`src/rtl/wb_ctrl_pkg.sv`:
```
// rtl/wb_ctrl_pkg.sv - shared states, opcode/funct and selector constants for the write-back sequencer
package wb_ctrl_pkg;

   typedef enum logic [2:0] {
      IDLE     = 3'd0,
      DECODE   = 3'd1,
      WAIT_MEM = 3'd2,
      WRITE    = 3'd3,
      DONE     = 3'd4
   } wb_state_e;

   localparam logic [5:0] OP_RTYPE = 6'h00;
   localparam logic [5:0] OP_JAL   = 6'h03;
   localparam logic [5:0] OP_ADDI  = 6'h08;
   localparam logic [5:0] OP_ADDIU = 6'h09;
   localparam logic [5:0] OP_SLTI  = 6'h0A;
   localparam logic [5:0] OP_ANDI  = 6'h0C;
   localparam logic [5:0] OP_ORI   = 6'h0D;
   localparam logic [5:0] OP_LUI   = 6'h0F;
   localparam logic [5:0] OP_LW    = 6'h23;
   localparam logic [5:0] OP_SW    = 6'h2B;

   localparam logic [5:0] FN_JR    = 6'h08;
   localparam logic [5:0] FN_MULT  = 6'h18;
   localparam logic [5:0] FN_DIV   = 6'h1A;

   localparam logic [1:0] SEL_RT   = 2'b00;
   localparam logic [1:0] SEL_RD   = 2'b01;
   localparam logic [1:0] SEL_R31  = 2'b10;

endpackage

```
`src/rtl/wb_class_decode.sv`:
```
// rtl/wb_class_decode.sv - combinational opcode/funct classifier for register write-back
module wb_class_decode
   import wb_ctrl_pkg::*;
(
   input  logic [5:0] opcode,
   input  logic [5:0] funct,
   output logic       writes,
   output logic       is_load,
   output logic [1:0] sel
);

   always_comb begin
      writes  = 1'b0;
      is_load = 1'b0;
      sel     = SEL_RT;
      case (opcode)
         OP_RTYPE: begin
            // jr, mult and div leave the register file untouched (mult/div target hi/lo)
            if (!(funct == FN_JR || funct == FN_MULT || funct == FN_DIV)) begin
               writes = 1'b1;
               sel    = SEL_RD;
            end
         end
         OP_ADDI, OP_ADDIU, OP_SLTI, OP_ANDI, OP_ORI, OP_LUI: begin
            writes = 1'b1;
         end
         OP_LW: begin
            writes  = 1'b1;
            is_load = 1'b1;
         end
         OP_JAL: begin
            writes = 1'b1;
            sel    = SEL_R31;
         end
         default: begin
            writes = 1'b0;
         end
      endcase
   end

endmodule

```
`src/rtl/regdest_wb_controller.sv`:
```
// rtl/regdest_wb_controller.sv - multicycle write-back sequencer driving regdest select and reg_write
module regdest_wb_controller
   import wb_ctrl_pkg::*;
#(
   parameter int MEM_LATENCY = 2
) (
   input  logic       clk,
   input  logic       reset,
   input  logic       start,
   input  logic [5:0] opcode,
   input  logic [5:0] funct,
   input  logic       flush,
   output logic [1:0] seletor_regdest,
   output logic       reg_write,
   output logic       busy,
   output logic       done
);

   localparam bit         HAS_WAIT = (MEM_LATENCY > 0);
   localparam logic [3:0] LAT_M1   = HAS_WAIT ? 4'(MEM_LATENCY - 1) : 4'd0;

   wb_state_e  state;
   wb_state_e  state_next;
   logic [5:0] op_q;
   logic [5:0] fn_q;
   logic [3:0] cnt;
   logic       dec_writes;
   logic       dec_load;
   logic [1:0] dec_sel;

   wb_class_decode u_decode (
      .opcode  (op_q),
      .funct   (fn_q),
      .writes  (dec_writes),
      .is_load (dec_load),
      .sel     (dec_sel)
   );

   always_comb begin
      state_next = IDLE;
      case (state)
         IDLE:     state_next = (start && !flush) ? DECODE : IDLE;
         DECODE: begin
            if (flush)
               state_next = IDLE;
            else if (!dec_writes)
               state_next = DONE;
            else if (dec_load && HAS_WAIT)
               state_next = WAIT_MEM;
            else
               state_next = WRITE;
         end
         WAIT_MEM: state_next = flush ? IDLE : ((cnt == 4'd0) ? WRITE : WAIT_MEM);
         WRITE:    state_next = flush ? IDLE : DONE;
         DONE:     state_next = IDLE;
         default:  state_next = IDLE;
      endcase
   end

   // Only the write strobe is combinational so a squash can kill it in the same cycle
   assign reg_write = (state == WRITE) && !flush;

   always_ff @(posedge clk) begin
      if (reset) begin
         state           <= IDLE;
         op_q            <= 6'd0;
         fn_q            <= 6'd0;
         cnt             <= 4'd0;
         seletor_regdest <= SEL_RT;
         busy            <= 1'b0;
         done            <= 1'b0;
      end else begin
         state <= state_next;
         busy  <= (state_next != IDLE);
         done  <= (state_next == DONE);

         if (state == IDLE && start && !flush) begin
            op_q <= opcode;
            fn_q <= funct;
         end

         if (state == DECODE && dec_load)
            cnt <= LAT_M1;
         else if (state == WAIT_MEM && cnt != 4'd0)
            cnt <= cnt - 4'd1;

         // Selector captured once in DECODE and held until the sequence ends or is squashed
         if (state_next == IDLE)
            seletor_regdest <= SEL_RT;
         else if (state == DECODE)
            seletor_regdest <= dec_sel;
      end
   end

endmodule

```
`config.mk`:
```
export PLATFORM = sky130hd
export DESIGN_NAME = regdest_wb_controller
export DESIGN_NICKNAME = d
export VERILOG_FILES = /design/src/rtl/wb_ctrl_pkg.sv /design/src/rtl/wb_class_decode.sv /design/src/rtl/regdest_wb_controller.sv
export SDC_FILE = /design/constraint.sdc
export NUM_CORES = 1
export LEC_CHECK = 0
export CORE_MARGIN = 5
export CORE_UTILIZATION = 47
export CTS_BUF_LIST = sky130_fd_sc_hd__clkbuf_8
export DETAILED_ROUTE_END_ITERATION = 10
export PLACE_DENSITY = 0.86
export SKIP_LAST_GASP = 1
export SLEW_MARGIN = 20
export SYNTH_ARGS = -nofsm -noshare
export SYNTH_HDL_FRONTEND = slang
export SYNTH_HIERARCHICAL = 1
export SYNTH_SLANG_ARGS = --single-unit
```
`constraint.sdc`:
```
create_clock -name clk -period 1.6 [get_ports clk]
set_input_delay 0.24 -clock clk [delete_from_list [all_inputs] [get_ports clk]]
set_output_delay 0.24 -clock clk [all_outputs]
set_load 0.1 [all_outputs]
```
# Word-level counts from Yosys, hierarchy flattened
# Cells that the tools add are included.
totals:
  wordCells: 58
  reg_bits: 23
  output_inout_bits: 5
  input_bits: 16
classes:
  n_addsub: 1
  n_eq_ne: 15
  mux: 15
  n_reduce_logical: 19
op_table:
  columns: ["cell", "count"]
  rows:
  - ["6-bit by 4-bit == test with 1-bit output, second input constant", 7]
  - ["6-bit by 5-bit == test with 1-bit output, second input constant", 2]
  - ["3-bit case mux with 4 select lines", 1]
  - ["3-bit two-way mux", 3]
  - ["1-bit two-way mux", 8]
  - ["8-bit OR reduction", 1]
  - ["3-bit by 2-bit == test with 1-bit output, second input constant", 2]
  - ["6-bit by 2-bit == test with 1-bit output, second input constant", 1]
  - ["6-bit == test, second input constant", 1]
  - ["1-bit logical AND", 6]
  - ["3-bit zero test", 2]
  - ["6-bit zero test", 1]
  - ["4-bit zero test", 1]
  - ["2-bit case mux with 2 select lines", 1]
  - ["4-bit nonzero test", 1]
  - ["2-bit OR reduction", 2]
  - ["4-bit by 1-bit subtractor with 4-bit output, second input constant", 1]
  - ["3-bit by 1-bit == test with 1-bit output, second input constant", 1]
  - ["3-bit == test, second input constant", 1]
  - ["3-bit nonzero test", 1]
  - ["1-bit logical OR", 2]
  - ["2-bit two-way mux", 1]
  - ["1-bit case mux with 2 select lines", 1]
  - ["2-bit nonzero test", 1]
  - ["1-bit zero test", 1]

# Depth between registers and ports, before layout
# Gate-level depths: netlist of run 1.
logic_depth:
  word_depth: 10
  mapped_depth: 7
  depth_no_buf: 7

# Hierarchy
# The synthesis of run 1 kept the hierarchy.
by_module_without_submodules:
  columns: ["mod", "n_inst", "cells_each", "area_each_um2"]
  rows:
  - ["regdest_wb_controller", 1, 109, 963.4]
  - ["wb_class_decode", 1, 16, 100.1]

# Worst setup path after synthesis of run 1
# Ideal clock, no wire load.
synth_timing:
  path_type: "reg-to-reg"
  start: "register fn_q[0]"
  end: "register seletor_regdest[0]"
  path_stages_with_launch: 8
  path_slack_ns: -0.149
  arrival_ns: 1.624
  path_buffers: 0
  path_cell_list: "dfxtp_1 -> or4b_1 -> a21oi_2 -> o22ai_1 -> nor3b_1 -> o2bb2ai_1 -> o31ai_2 -> nor2_1"
synth_between:
  elab_chain_len: 10
  elab_cells_between_ends: 14
  classes_between: "eq/ne: 3; mux: 7; reduce/logical: 4"
synth_lines:
  columns: ["item", "line_no", "text"]
  rows:
  - ["start: declaration", "regdest_wb_controller.sv:25", "logic [5:0] fn_q;"]
  - ["start signal: assignment", "regdest_wb_controller.sv:79", "fn_q <= funct;"]
  - ["6-bit by 4-bit == test with 1-bit output / 6-bit by 5-bit == test with 1-bit output (equally long branches)", "wb_class_decode.sv:19", "if (!(funct == FN_JR || funct == FN_MULT || funct == FN_DIV)) begin"]
  - ["1-bit logical OR", "wb_class_decode.sv:19", null]
  - ["1-bit logical OR *", "wb_class_decode.sv:19", null]
  - ["1-bit two-way mux *", "wb_class_decode.sv:19", null]
  - ["1-bit case mux with 2 select lines *", "wb_class_decode.sv:16", "case (opcode)"]
  - ["net dec_writes", "regdest_wb_controller.sv:27", "logic dec_writes;"]
  - ["3-bit two-way mux *", "regdest_wb_controller.sv:46", "else if (!dec_writes)"]
  - ["3-bit two-way mux *", "regdest_wb_controller.sv:44", "if (flush)"]
  - ["3-bit case mux with 4 select lines *", "regdest_wb_controller.sv:41", "case (state)"]
  - ["3-bit zero test *", "regdest_wb_controller.sv:88", "if (state_next == IDLE)"]
  - ["2-bit OR reduction (no source line) *", null, null]
  - ["end signal: assignment", "regdest_wb_controller.sv:91", "seletor_regdest <= dec_sel;"]
  - ["end: declaration", "regdest_wb_controller.sv:13", "output logic [1:0] seletor_regdest,"]
# The timed path passes the listed nets; every way through them passes the cells marked *.
# A chain may end at the register's enable or synchronous reset.

# Worst setup path in the final report of run 1
# Same ends and word-level chain as after synthesis.

==> results of run 1 <==
-- per-layer routing --
metal	wire length [µm]	global-route usage	vias up
met5	0	0	-
met4	44	0.06954	0
met3	110	0.03167	6
met2	1422	0.3081	29
met1	1000	0.1510	467
li1	-	-	503
-- critical path: cells and delay by family (launching register included) --
kind             cells  cell delay [ns]
AO/OA/AOI/OAI        4             0.64
AND/OR/NAND/NOR      3             0.80
flip-flops           1             0.33
-- final timing paths --
| check | to | slack, ns | cells past startpoint |
|---|---|---|---|
| worst min register to register | fn_q[3] | 0.46 | 2 |
| worst max-delay path | seletor_regdest[0] | -0.28 | 7 |
| worst min-delay path | fn_q[3] | 0.46 | 2 |
| worst max register to register | seletor_regdest[0] | -0.28 | 7 |
-- sequential cells by signal, summed over array words and instances (netlist names) --
signal	cells
op_q	6
seletor_regdest	2
state	3
fn_q	6
cnt	4
busy	1
done	1
-- cell type report --
type / instances / area [µm²]
clock buffer: 3 / 41.29
clock inverter: 1 / 3.754
fill: 178 / 638.1
inverter: 5 / 18.77
multi-input combinational: 93 / 613.1
sequential: 23 / 462.9
tap: 28 / 35.03
timing repair buffer: 37 / 377.9
-- power breakdown --
group	switching [mW]	internal [mW]	total, mW	leakage (nW)
clock	0.183	0.171	0.355	0.0269
sequential	0.0216	0.594	0.615	0.188
combinational	0.114	0.136	0.250	0.384
total	0.319	0.901	1.22	0.599
-- cell families after synthesis --
logic type | after synthesis | share of synthesized area
xor+xnor | 3 | 0.02471
compound gates | 22 | 0.1318
mux | 2 | 0.01882
flops | 23 | 0.4329
simple gates | 64 | 0.3271
fa+ha+maj | 2 | 0.02353
buf+inv | 9 | 0.04117
-- cells in the final DEF, fill, tap and decap left out, types with 2 or more instances in the layout --
| cell type | count |
|---|---|
| clkbuf_8 | 3 |
| a21oi_1 | 14 |
| nor2_2 | 2 |
| buf_4 | 17 |
| nor3_1 | 2 |
| mux2i_1 | 2 |
| and3_1 | 2 |
| nor2_1 | 10 |
| nand2b_1 | 2 |
| ha_1 | 2 |
| and4b_1 | 2 |
| nand3_1 | 4 |
| clkdlybuf4s50_1 | 15 |
| buf_12 | 5 |
| dfxtp_2 | 2 |
| xor2_1 | 2 |
| nand2_1 | 27 |
| inv_1 | 6 |
| dfxtp_1 | 21 |
-- repair_timing --
action | in CTS | in global routing
gates resized for setup | 3 | 9
pin swaps | 0 | 2
buffers inserted | 7 | 0
endpoints found under the setup margin | 4 | 10
==> impl_metrics.py, run 1 <==
metrics = {
    "drt": {
        "wire_per_inst_um": 13.56,
        "drtIter0Drc": 16,
        "drcViolationCount": 0,
        "viasPerCell": 5.289,
        "wirelength_um": 2577,
        "dr.pass1.iters": 4,
        "vias": 1005,
        "postRouteAntennaNets": 0,
    },
    "synth": {
        "ys.flop_type": "dfxtp_1",
        "synth_area_leaders": "dfxtp_1, nand2_1, a21oi_1",
        "synth_largest_area_cell": "dfxtp_1",
        "synthCells": 125,
        "ys_types": 37,
        "synth_enable_flop_cells": 0,
        "ys_async_sr_fraction": 0,
        "synth_most_common_cell": "nand2_1",
        "synth_top_area_share": 0.4329,
        "avgSynthCellArea_um2": 8.508,
        "syn-num-nets": 143,
        "yosys-top-cells-count": "nand2_1, dfxtp_1, a21oi_1",
        "ys_seq_area_frac": 0.4329,
        "ys_ff_latch": 23,
        "netlist_area_um2": 1064,
        "yosysWarnings": 6,
    },
    "power_and_ir_drop": {
        "power_mw": 1.220,
        "ir_drop_uv": 577.7,
        "leakagePower_nw": 0.5991,
        "power_density_nw_per_um2": 785.5,
    },
    "sta": {
        "min_period_ns": 1.882,
        "worst_pin_slew_ns": 0.4729,
        "hold_violations": 0,
        "fmax_mhz": 531.4,
        "period_share": 1.176,
        "maxSlewHeadroom": 0.6834,
        "rsz0062_at_grt": "true",
        "fin_worst_skew_ns": 0.006204,
        "fin_ws_ns": -0.2820,
        "setup_viol": 6,
        "drv_slew": 0,
        "tns_ns": -1.423,
        "hold_slack_ns": 0.4618,
    },
    "hold_path": {
        "min_path_type": "reg -> reg",
        "worstHoldStart": "fn_q[3]",
    },
    "setup_path": {
        "crit_path_start_kind": "register",
        "path_cells": "or4b_4 > a21oi_4 > o22ai_1 > nor3b_4 > o2bb2ai_2 > o31ai_2 > nor2_1",
        "slowest_stage": "or4b_4",
        "crit_path_start": "fn_q[0]",
        "cp_max_fo": 3,
        "crit_required_ns": 1.75,
        "crit_type": "reg -> reg",
        "rr_startpoint": "fn_q[0]",
        "arrival_ns": 2.03,
        "max_stage_delay_ns": 0.54,
        "endpoint_kind": "register",
    },
    "grt": {
        "antenna_found_initial": 0,
        "overflow": 0,
        "grt_max_degree": 16,
        "grt_usage": 0.1559,
        "grt_pass1_vias": 1050,
        "grt_first_pass_wirelength_um": 4091,
    },
    "clock_network": {
        "clk_latency_ns": 0.26,
        "cts_buffers": 3,
        "tritoncts": "yes",
        "cts_sinks": 23,
        "clockBufferDepth": 2,
        "cts_hold_buf": 0,
        "clockRootBuffer": "clkbuf_8",
        "clk_pin_slew_worst_paths_ns": 0.08,
        "htreeDepth": 1,
    },
    "placement": {
        "portBuffers": 20,
        "gp_congestion": 0.8891,
        "placedCellCount": 179,
        "pre_cts_ws_ns": -0.2210,
        "place_area_um2": 1399,
        "dp.final_hpwl_um": 1789,
    },
    "job": {
        "maxCapViolations": 0,
    },
    "floorplanning": {
        "ioPinCount": 21,
        "core_um2": 2191,
        "die_w_um": 57.57,
        "start_util": 0.4854,
        "dieArea_um2": 3314,
        "die_y_um": 57.57,
        "row_count": 17,
    },
    "outcome": {
        "violations": "negative setup slack",
        "status": "complete, but fails checks",
    },
    "cells_and_area": {
        "nets": 181,
        "diodes": 0,
        "syn_to_final_growth_pct": 46.00,
        "drive_gt1_frac": 0.2716,
        "fin_area_um2": 1553,
        "instances_no_fill": 190,
        "utilization": 0.7087,
    },
}
No activity file was read; power rests on OpenSTA's default activity.
==> run 2, diff against run 1 <==
- CTS_CLUSTER_SIZE: not set -> 30
- HOLD_SLACK_MARGIN: not set -> 0.06
==> results of run 2 <==
No change in the layout: final DEF, timing and power equal those of run 1.
==> run 3, diff against run 2 <==
- HOLD_SLACK_MARGIN: 0.06 -> not set
==> results of run 3 <==
No change in the layout: final DEF, timing and power equal those of run 1.
